[src/rtl/instr_fetch.sv]
// Instruction fetch stage: owns the PC, fetches one word per instruction over a
// ready-handshake memory port, holds it in the instruction register and steps
// the PC (sequential / branch / jump) when the execute slot completes.
module instr_fetch #(
  parameter logic [31:0] RESET_PC = 32'h0000_0000,
  parameter int          CNT_W    = 32
) (
  input  logic             clk,
  input  logic             rst_n,
  output logic             imem_req,
  output logic [31:0]      imem_addr,
  input  logic             imem_ready,
  input  logic [31:0]      imem_rdata,
  output logic [31:0]      instr,
  output logic             instr_valid,
  output logic [31:0]      pc,
  output logic [31:0]      pc_plus4,
  input  logic             jump,
  input  logic             branch_taken,
  input  logic             stall,
  output logic [CNT_W-1:0] retired
);

  typedef enum logic {
    FETCH = 1'b0,
    EXEC  = 1'b1
  } state_t;

  localparam logic [CNT_W-1:0] CNT_ONE  = {{(CNT_W-1){1'b0}}, 1'b1};
  // Low address bits are forced to zero so the PC can never go unaligned.
  localparam logic [31:0]      PC_INIT  = {RESET_PC[31:2], 2'b00};

  state_t      state;
  state_t      state_next;
  logic        load_instr;
  logic        advance;
  logic [31:0] next_pc;

  // Pseudo-direct jump: region bits from the sequential PC, word index from the instruction.
  function automatic logic [31:0] jump_target(input logic [31:0] pc4,
                                              input logic [31:0] ins);
    return {pc4[31:28], ins[25:0], 2'b00};
  endfunction

  // PC-relative branch: sign-extended word offset added to the sequential PC, wrapping mod 2^32.
  function automatic logic [31:0] branch_target(input logic [31:0] pc4,
                                                input logic [31:0] ins);
    return pc4 + {{14{ins[15]}}, ins[15:0], 2'b00};
  endfunction

  assign pc_plus4  = pc + 32'd4;
  assign imem_addr = pc;

  // Next-PC selection; jump overrides a simultaneously taken branch.
  always_comb begin
    next_pc = pc_plus4;
    if (jump) begin
      next_pc = jump_target(pc_plus4, instr);
    end else if (branch_taken) begin
      next_pc = branch_target(pc_plus4, instr);
    end
  end

  // FSM next-state and handshake outputs; request is gated by reset so it drops immediately.
  always_comb begin
    state_next  = state;
    imem_req    = 1'b0;
    instr_valid = 1'b0;
    load_instr  = 1'b0;
    advance     = 1'b0;
    case (state)
      FETCH: begin
        imem_req = rst_n;
        if (imem_ready) begin
          load_instr = 1'b1;
          state_next = EXEC;
        end
      end
      EXEC: begin
        instr_valid = 1'b1;
        if (!stall) begin
          advance    = 1'b1;
          state_next = FETCH;
        end
      end
      default: state_next = FETCH;
    endcase
  end

  // FSM state register.
  always_ff @(posedge clk or negedge rst_n) begin
    if (!rst_n) begin
      state <= FETCH;
    end else begin
      state <= state_next;
    end
  end

  // Instruction register, PC and retire counter; all frozen while the execute slot stalls.
  always_ff @(posedge clk or negedge rst_n) begin
    if (!rst_n) begin
      instr   <= 32'h0000_0000;
      pc      <= PC_INIT;
      retired <= '0;
    end else begin
      if (load_instr) begin
        instr <= imem_rdata;
      end
      if (advance) begin
        pc      <= next_pc;
        retired <= retired + CNT_ONE;
      end
    end
  end

endmodule

[config.mk]
export PLATFORM = sky130hd
export DESIGN_NAME = instr_fetch
export DESIGN_NICKNAME = d
export VERILOG_FILES = /design/src/rtl/instr_fetch.sv
export SDC_FILE = /design/constraint.sdc
export NUM_CORES = 1
export LEC_CHECK = 0
export ABC_CLOCK_PERIOD_IN_PS = 5300
export CORE_ASPECT_RATIO = 2
export CORE_MARGIN = 5
export CORE_UTILIZATION = 45
export CTS_CLUSTER_DIAMETER = 150
export DETAILED_ROUTE_END_ITERATION = 7
export GPL_ROUTABILITY_DRIVEN = 0
export PLACE_DENSITY = 0.74
export SLEW_MARGIN = 20
export SYNTH_ARGS = -nofsm -noshare
export SYNTH_HDL_FRONTEND = slang
export SYNTH_SLANG_ARGS = --single-unit
[constraint.sdc]
create_clock -name clk -period 5.3 [get_ports clk]
set_input_delay 0.53 -clock clk [delete_from_list [all_inputs] [get_ports clk]]
set_output_delay 0.53 -clock clk [all_outputs]
set_load 0.01 [all_outputs]
==> results.txt <==
Status = finished, final reports clean
I/O Buffers = 193
Top Metal Used = met4
Crit path largest cell delay = 0.51 ns
Clock root cell = clkbuf_16
Vias per cell = 5.58
1st-pass router iterations = 5
Crit Path Category = register to register
Slew Limit Fails = 0
Vias in the first global route = 6119
Core Rows = 62
Clock tree buffer depth = 2
I/O pin total = 200
Post-synth EDFFs = 0
Post-Route WL = 21.3 mm
Area of the die = 17400 µm²
Max stage delay cell, worst path = nor4_1
Crit end category = register
Most common cell after layout, fill and taps aside = clkdlybuf4s50_1
Distinct cells, synth = 69
Initial Util = 0.459
Setup TNS = 0 ns
Tcrit/Tclk final = 0.782
Area leader, netlist = dfrtp_1
Hold_buf cts = 0
Initial antenna violation count = 0
Arrival time worst endpoint = 4.41 ns
Commonest cells after routing, fill and taps aside = 192 x clkdlybuf4s50_1, 95 x dfrtp_1, 67 x nand2_1
# clock sinks = 95
Max Clock Skew = 0.0145 ns
Fmax = 0.241 GHz
Pre-CTS setup slack = 1.25 ns
DRC = 0
RSZ-0062 raised after global routing = no
CTS tree = done
Share of layout cells above drive strength 1 = 0.0929
Setup bufs post-CTS = 0
GRT Residual Overflow = 0
Sequential share of the synthesized area = 0.359
Met2 wire length = 11.4 mm
Setup violators final = 0
Worst-Skew Late Latency = 0.36 ns
Met3 WL = 1.25 mm
Largest net degree at the start of global routing = 69
Synth Cell Area = 6620 µm²
Hold WC Path Type = input pin to asynchronous set/reset pin
Power Density = 543 nW/µm²
M1 WL = 7.53 mm
Worst Path Required = 5.57 ns
Syn avg cell area = 9.15 µm²
Worst-path clk slew = 0.09 ns
Cts bufs inserted = 9
Die Wd = 95.8 µm
#FFs+latches synth = 95
First-pass GRT wire length = 33.2 mm
Antenna cell count = 0
Routed wire length per instance = 19.8 µm
Synth warn = 0
Area Growth Syn to Fin = 33.0%
Critical-path maximum fanout = 7
Ys flop type = dfrtp_1
Largest delay share family, worst path = simple AND/OR/NAND/NOR gates
# nets final = 954
Setup ws final = 1.16 ns
Die height = 182 µm
Post-DRT Antenna Nets = 0
Cell count after synthesis = 723
Main area contributors after synthesis = dfrtp_1 36%, xnor2_1 7.1%, ha_1 7.0%
Core Box Area = 14400 µm²
Peak VDD IR = 0.000321 V
P_leak = 0.00374 µW
H-tree depth = 3
Post-CTS Resized = 0
Dpl hpwl = 16.4 mm
Final hold vios = 0
Max cap viols = 0
Post-synth ARST share = 1.00
Final min period = 4.14 ns
Crit-path cells = ha_1 > nand4_1 > nor2_1 > and3_1 > nand3_2 > inv_2 > nand2_2 > xnor2_2 > ha_1 > nand4_1 > nor4_1 > nor4_2 > a21oi_1 > o21ai_1 > xnor2_1 > and3_1 > o31ai_2
Crit path launch type = register
Slew Limit Headroom = 0.339
Slew at the pin closest to its max-slew limit = 0.989 ns
CP bufs+invs = 1
Vias = 5996
Iteration-0 DRC count of the detailed router = 305
GRT Util Overall = 0.249
Synth top area share = 0.359
## worst paths after layout
check | from | end | slack (ns) | depth (start not counted)
setup reg to reg | imem_addr[2] | imem_addr[31] | 1.16 | 17
max in group asynchronous | rst_n | instr[5] | 3.99 | 2
hold / removal | rst_n | retired[9] | 0.09 | 1
setup / recovery | imem_addr[2] | imem_addr[31] | 1.16 | 17
min in group clk | retired[31] | retired[31] | 0.46 | 1
hold reg to reg | retired[31] | retired[31] | 0.46 | 1
## cells by family (layout without fill, tap and decap cells)
| logic type | count (synthesis) | after routing | synth area share |
|---|---|---|---|
| AND/OR/NAND/NOR | 234 | 234 | 0.177 |
| AO/OA/AOI/OAI | 162 | 162 | 0.154 |
| flip-flops | 95 | 95 | 0.359 |
| XOR/XNOR | 82 | 82 | 0.110 |
| buffers and inverters | 73 | 228 | 0.0626 |
| adder cells (fa/ha/maj) | 38 | 38 | 0.0730 |
| multiplexers | 38 | 38 | 0.0635 |
| other | 1 | 6 | 0.000567 |
## cell type report
cell class                      instances  area, µm²
Timing Repair Buffer                  198       1970
Multi-Input combinational cell        560       3860
Clock buffer                            9        225
Inverter                               14       52.6
Fill cell                            1279       5630
Clock inverter                          7       83.8
Sequential cell                        95       2380
Tap cell                              192        240
## per-stage QoR
stage,total power (µW),instances,util,hold WS [ns],area [µm²]
2_1_floorplan,2930,728,-,0.234,6640
3_3_place_gp,4070,1059,0.589,0.453,8490
3_5_place_dp,4090,1059,0.589,0.458,8490
4_1_cts,4800,1075,0.610,0.111,8800
5_1_grt,5100,1075,0.610,0.118,8800
6_report,4780,1075,0.610,0.0943,8800
## power breakdown
group          total, µW  internal (µW)  switching (µW)
combinational       2890           1430            1460
clock                686            340             346
sequential          1210            895             310
## per-layer routing
metal	up-vias	global-route usage
met2	229	0.455
met3	58	0.0452
met5	-	0
met1	2868	0.261
met4	0	0.127
li1	2841	-
## state kept, by name, indices dropped and copies added (netlist names)
name,count
state,1
retired,32
instr,32
imem_addr,30
## cells in the mapped netlist, types with 3 or more instances
cell type,number
a21o_1,14
xor2_1,27
nand2b_1,4
o21ai_1,5
o211ai_1,3
and3_1,14
nor2_1,60
o21ai_0,38
o22ai_1,7
ha_1,37
a211oi_1,6
nor3_1,6
nor2b_1,9
o21bai_1,3
nand2_1,67
nand4_1,13
inv_1,12
a31oi_1,4
nor4_1,5
o21a_1,6
mux2i_1,6
or3_1,4
buf_4,37
nand3_2,3
dfrtp_1,95
a211o_1,4
clkbuf_1,19
a21oi_1,50
xnor2_1,54
mux2_2,32
nand3_1,29
Note: power is estimated with default switching activity, not from simulation.
